`src/rtl/dp_sequencer.sv`:
```
// ---------------------------------------------------------------------------
// dp_sequencer
//
// Control FSM that steps the datapath through one instruction per start
// pulse. It latches a 16-bit instruction word in WAIT, decodes it, and
// then walks through register-read, execute and writeback states. Each
// state asserts the matching datapath strobes. w reports readiness for the
// next instruction.
//
// Ports:
//   clk          rising-edge clock
//   reset        synchronous, active-high reset (aborts any instruction)
//   s            start; only looked at while in WAIT
//   in[15:0]     instruction word, captured on the accepting edge
//   w            high only in WAIT
//   readnum      register read index (Rn in GETA, Rm in GETB)
//   writenum     register write index (Rn in WIMM, Rd in WRD)
//   loada/loadb  load the A / B operand registers
//   asel         1 forces the A operand to zero (used by MOV Rd,Rm)
//   bsel         B operand select, always 0
//   shift        shifter control (sh field) during ALU
//   ALUop        ALU operation (op field, 00 for MOV Rd,Rm) during ALU
//   loadc/loads  load the result register / status register
//   vsel         1 writes datapath_in back instead of the C register
//   write        register file write enable
//   datapath_in  sign-extended imm8 of the latched instruction
//   illegal      illegal-instruction flag
//
// Build option:
//   DP_SEQ_ILLEGAL_DET_EN - when defined, illegal pulses high during the
//   DECODE cycle of an unsupported instruction. Otherwise it is tied low.
// ---------------------------------------------------------------------------
module dp_sequencer (
   input  logic        clk,
   input  logic        reset,
   input  logic        s,
   input  logic [15:0] in,
   output logic        w,
   output logic [2:0]  readnum,
   output logic [2:0]  writenum,
   output logic        loada,
   output logic        loadb,
   output logic        asel,
   output logic        bsel,
   output logic [1:0]  shift,
   output logic [1:0]  ALUop,
   output logic        loadc,
   output logic        loads,
   output logic        vsel,
   output logic        write,
   output logic [15:0] datapath_in,
   output logic        illegal
);

   typedef enum logic [2:0] {
      S_WAIT   = 3'd0,
      S_DECODE = 3'd1,
      S_WIMM   = 3'd2,
      S_GETA   = 3'd3,
      S_GETB   = 3'd4,
      S_ALU    = 3'd5,
      S_WRD    = 3'd6
   } state_t;

   state_t      state;
   state_t      next_state;
   logic [15:0] ir;

   // Instruction field views of the latched word
   logic [2:0] opcode;
   logic [1:0] op;
   logic [2:0] rn;
   logic [2:0] rd;
   logic [1:0] sh;
   logic [2:0] rm;
   logic [7:0] imm8;

   assign opcode = ir[15:13];
   assign op     = ir[12:11];
   assign rn     = ir[10:8];
   assign rd     = ir[7:5];
   assign sh     = ir[4:3];
   assign rm     = ir[2:0];
   assign imm8   = ir[7:0];

   // Instruction classes. Every op value under opcode 101 is a legal ALU
   // instruction. Under 110 only op 10 (immediate) and op 00 (register)
   // are defined.
   logic is_mov_imm;
   logic is_mov_reg;
   logic is_alu;
   logic is_cmp;
   logic is_mvn;
   logic is_legal;

   assign is_mov_imm = (opcode == 3'b110) && (op == 2'b10);
   assign is_mov_reg = (opcode == 3'b110) && (op == 2'b00);
   assign is_alu     = (opcode == 3'b101);
   assign is_cmp     = is_alu && (op == 2'b01);
   assign is_mvn     = is_alu && (op == 2'b11);
   assign is_legal   = is_mov_imm || is_mov_reg || is_alu;

   assign datapath_in = {{8{imm8[7]}}, imm8};

   // State and instruction register. The instruction is only captured on
   // the edge that accepts a start in WAIT. This makes later changes on
   // `in` invisible until the next accept.
   always_ff @(posedge clk) begin
      if (reset) begin
         state <= S_WAIT;
         ir    <= 16'h0000;
      end else begin
         state <= next_state;
         if (state == S_WAIT && s)
            ir <= in;
      end
   end

   // Next-state and Moore output decode. Everything defaults to idle so
   // each state only lists the controls it actually drives.
   always_comb begin
      next_state = state;
      w          = 1'b0;
      readnum    = 3'd0;
      writenum   = 3'd0;
      loada      = 1'b0;
      loadb      = 1'b0;
      asel       = 1'b0;
      bsel       = 1'b0;
      shift      = 2'b00;
      ALUop      = 2'b00;
      loadc      = 1'b0;
      loads      = 1'b0;
      vsel       = 1'b0;
      write      = 1'b0;

      case (state)
         S_WAIT: begin
            w = 1'b1;
            if (s)
               next_state = S_DECODE;
         end
         S_DECODE: begin
            if (is_mov_imm)
               next_state = S_WIMM;
            else if (is_mov_reg || is_mvn)
               next_state = S_GETB;
            else if (is_alu)
               next_state = S_GETA;
            else
               next_state = S_WAIT;
         end
         S_WIMM: begin
            writenum   = rn;
            vsel       = 1'b1;
            write      = 1'b1;
            next_state = S_WAIT;
         end
         S_GETA: begin
            readnum    = rn;
            loada      = 1'b1;
            next_state = S_GETB;
         end
         S_GETB: begin
            readnum    = rm;
            loadb      = 1'b1;
            next_state = S_ALU;
         end
         S_ALU: begin
            shift = sh;
            asel  = is_mov_reg;
            ALUop = is_mov_reg ? 2'b00 : op;
            if (is_cmp) begin
               loads      = 1'b1;
               next_state = S_WAIT;
            end else begin
               loadc      = 1'b1;
               next_state = S_WRD;
            end
         end
         S_WRD: begin
            writenum   = rd;
            write      = 1'b1;
            next_state = S_WAIT;
         end
         default: begin
            next_state = S_WAIT;
         end
      endcase
   end

`ifdef DP_SEQ_ILLEGAL_DET_EN
   // Flag is decoded from the state, so it lasts exactly the one DECODE cycle
   assign illegal = (state == S_DECODE) && !is_legal;
`else
   assign illegal = 1'b0;
`endif

endmodule

```
`config.mk`:
```
export PLATFORM = sky130hd
export DESIGN_NAME = dp_sequencer
export DESIGN_NICKNAME = d
export VERILOG_FILES = /design/src/rtl/dp_sequencer.sv
export SDC_FILE = /design/constraint.sdc
export NUM_CORES = 1
export LEC_CHECK = 0
export CAP_MARGIN = 15
export CORE_MARGIN = 4
export CORE_UTILIZATION = 40
export CTS_CLUSTER_SIZE = 25
export DETAILED_ROUTE_END_ITERATION = 7
export GPL_TIMING_DRIVEN = 0
export HOLD_SLACK_MARGIN = 0.06
export PLACE_DENSITY = 0.79
export SYNTH_ARGS = -nofsm -noshare
export SYNTH_HDL_FRONTEND = slang
export SYNTH_SLANG_ARGS = --single-unit
```
`constraint.sdc`:
```
create_clock -name clk -period 2 [get_ports clk]
set_clock_uncertainty 0.05 [all_clocks]
set_input_delay 0.4 -clock clk [delete_from_list [all_inputs] [get_ports clk]]
set_output_delay 0.4 -clock clk [all_outputs]
set_load 0.1 [all_outputs]
```
# Word-level counts from Yosys, hierarchy flattened
# Cells that the tools add are included.
# W data, S select, Z words.
# totals
elab_cells,44
regBits,19
# op_classes
n_eq_ne,12
mux,21
n_reduce_logical,9
# ops
operator,count
$eq A3 B3 Y1 const B,5
$pmux W3 S5,1
$mux W3,4
$pmux W3 S2,2
$mux W1,10
$mux W2,4
$eq A3 B2 Y1 const B,2
$logic_and A1 B1 Y1,5
$eq A2 B2 Y1 const B,2
$eq A3 B1 Y1 const B,1
$logic_not A3 Y1,1
$eq A2 B1 Y1 const B,1
$logic_not A2 Y1,1
$ne A2 B2 Y1 const B,1
$reduce_or A2 Y1,1
$logic_or A1 B1 Y1,1

# Depth between registers and ports, before layout
# logic_depth
ltp_word,6
ltp_mapped,6

# Worst setup path before layout
# No wires, ideal clock.
# synth_path
kind,flip-flop to output port
startpoint,register state[0]
endpoint,output port readnum[0]
required_ps,1550
slack_ps,-2344
stages_incl_launch_ff,4
arrival_time_ps,3894
cell_sequence,dfxtp_1 -> buf_2 -> nor3b_1 -> a22o_1
# synth_via
elab_chain_cells,2
# synth_rtl
item,line_no,source
"start, declared",65,state_t state;
"start signal, assigned",113,state <= next_state;
$eq A3 B3 Y1 or $eq A3 B2 Y1 (tied branches),137,case (state)
$pmux W3 S2 *,137,
"end, declared",39,"output logic [2:0] readnum,"
# Every way passes the cells marked *; elsewhere a longest branch is shown, timed or not.

# Final worst setup path
# layout_path
startpoint,register ir[11]
endpoint,output port asel
# layout_via
elab_chain_cells,3
# layout_rtl
item,line_no,source
"start, declared",67,logic [15:0] ir;
"start signal, assigned",115,ir <= in;
$logic_not A2 Y1,97,assign is_mov_reg = (opcode == 3'b110) && (op == 2'b00);
$logic_and A1 B1 Y1,97,
$mux W1,137,
"end, declared",43,"output logic asel,"
# Every way passes these cells.

==> impl_metrics.py <==
metrics = {
    "run_status": {
        "status": "finished, final reports clean",
    },
    "timing": {
        "fin_crit_sh": 0.981,
        "fin_setup_tns_ns": 0,
        "final-hold-violation-count": 0,
        "holdWs_ns": 0.435,
        "maxSlewViolCount": 0,
        "timing.fmax_mhz": 510,
        "rsz0062_at_grt": "yes",
        "finalSetupViolations": 0,
        "setup_slack_ns": 0.0388,
        "relSlewSlack": 0.630,
        "post-route-min-period_ns": 1.96,
        "tightest_slew_ns": 0.557,
    },
    "synth": {
        "ys_seq_elements": 19,
        "synth_warnings": 0,
        "syn_avg_cell_area_um2": 7.79,
        "synthTopCellsByArea": "dfxtp_1, buf_4, nand2_1, a21oi_1, mux2i_1",
        "synth_top_area_share": 0.339,
        "synth_area_leader_cell": "dfxtp_1",
        "postSynthCellCount": 144,
        "synth_cell_types": 34,
        "synth_area_mm2": 0.00112,
        "yosysSeqAreaShare": 0.339,
    },
    "worst_setup_path": {
        "cp.required_ns": 1.55,
        "cp-start-kind": "flop",
        "critPathMaxFanout": 10,
        "rrSetupSlack_ns": 0.45,
        "crit_arrival_ns": 1.51,
        "criticalPathCategory": "flop to output port",
        "end_kind": "output port",
    },
    "placement": {
        "hpwl_um": 2390,
        "place_inst": 226,
        "place_ws_ns": -0.921,
        "place.gp.congestion": 0.751,
        "postPlaceCellArea_mm2": 0.00176,
        "port_buffers": 51,
    },
    "floorplanning": {
        "initial_utilization": 0.437,
        "die_area_mm2": 0.00371,
        "die_h_um": 60.9,
        "die_x_um": 60.9,
        "core_mm2": 0.00257,
        "io_pins": 55,
        "fp-row-count": 18,
    },
    "clock_network": {
        "cts_buffer_depth": 2,
        "cts.sinks": 19,
        "cts_buffers": 3,
        "htree_levels": 1,
        "insertion_delay_ns": 0.30,
        "clk_pin_slew_ns": 0.11,
        "cts_tree": "yes",
        "hold_buffers": 0,
        "cts_root_buffer": "clkbuf_4",
    },
    "global_routing": {
        "grt_max_degree": 12,
        "grt_usage": 0.174,
        "grt-ovfl-total": 0,
        "antenna_found_initial": 0,
        "grt_pass1_vias": 1056,
        "grt_pass1_wl_um": 4790,
    },
    "pwr": {
        "ir_drop_v": 0.000472,
        "leakagePower_nw": 0.828,
        "total_power_mw": 0.999,
        "power_density_mw_per_mm2": 526,
    },
    "layout": {
        "insertedDiodeCount": 0,
        "layout.cells.non_filler": 235,
        "final_cell_area_mm2": 0.00190,
        "fillers": 203,
        "drive_above_1_share": 0.473,
        "final_cell_mix": "nand2_1, buf_4, a21oi_1",
        "layout_commonest_cell": "nand2_1",
        "postLayoutCoreUtil": 0.739,
        "areaGrowthSynthToFinish_pct": 69.3,
        "fin_nets": 225,
    },
    "drt": {
        "dr.pass1.iters": 4,
        "wl_met2_um": 1690,
        "met3WireLength_um": 165,
        "route.detailed.drc": 0,
        "wl_met1_um": 1340,
        "dr.max_layer_used": "met4",
        "dr_total_vias": 1148,
        "drtAntennaViolNets": 0,
        "wl_per_cell_um": 13.8,
        "drt-total-wl_um": 3240,
        "drt_iter0_markers": 54,
        "vias_per_cell": 4.89,
    },
    "run": {
        "maxCapViolCount": 0,
    },
    "worst_hold_path": {
        "hold_class": "flop to flop",
    },
}
per-layer routing:
| layer | track usage | up-vias |
|---|---|---|
| li1 | - | 590 |
| met1 | 0.212 | 520 |
| met2 | 0.296 | 34 |
| met3 | 0.0255 | 4 |
| met4 | 0.0867 | 0 |
| met5 | 0 | - |
synth_stat cells (all sizes together):
master / count
a21oi: 18
a211oi: 2
nor2b: 1
and3b: 1
mux2i: 3
nand3: 1
a21o: 1
nor2: 6
nand4b: 1
nor4bb: 1
mux2: 1
clkbuf: 5
and4bb: 1
nand2: 37
nor3b: 1
conb: 1
buf: 24
a22o: 3
inv: 1
a311o: 1
or4b: 2
nor3: 1
a31oi: 1
and2: 4
o31ai: 1
nand2b: 1
and3: 2
nand4bb: 1
nor4b: 2
dfxtp: 19
final cells by class:
cell class / instances / area, um2 / area share
tap: 30 / 37.5 / 0.0198
buffer: 27 / 219 / 0.115
clock inverter: 1 / 5.00 / 0.00264
multi-input combinational: 96 / 632 / 0.333
clock buffer: 3 / 22.5 / 0.0119
timing repair buffer: 58 / 589 / 0.310
inverter: 1 / 3.75 / 0.00198
sequential: 19 / 389 / 0.205
final timing paths:
| path | from | cells past startpoint | to |
|---|---|---|---|
| setup / recovery | ir[11] | 3 | asel |
| hold / removal | ir[4] | 2 | ir[4] |
| setup reg to reg | state[1] | 6 | ir[13] |
| hold reg to reg | ir[4] | 2 | ir[4] |
critical path, cell delays in order, from the launching register on:
cell	delay (ns)
dfxtp_1	0.44
nor4b_1	0.36
and3_4	0.24
buf_12	0.17
state kept, by name (all words and copies together) (netlist names):
signal	count
ir	16
state	3
kinds of logic (layout without fill, tap and decap cells):
group                  after synthesis  count (layout)  synth area share
AND/OR/NAND/NOR                     63              63             0.297
buffers and inverters               30              90             0.179
AO/OA/AOI/OAI                       27              27             0.145
flip-flops                          19              19             0.339
multiplexers                         4               4            0.0368
other                                1               2           0.00335
timing repair:
item | 4_1_cts | 5_1_grt
setup endpoints to repair | 34 | 14
buffers inserted | 0 | 7
resized for setup | 197 | 18
pin swaps | 1 | 5
power breakdown:
| group | internal, mW | switching, mW | leakage [nW] |
|---|---|---|---|
| Clock | 0.0746 | 0.122 | 0.0177 |
| Combinational | 0.123 | 0.252 | 0.652 |
| Sequential | 0.400 | 0.0275 | 0.158 |
| Total | 0.598 | 0.401 | 0.828 |
Power figures use the tool's default switching activity.
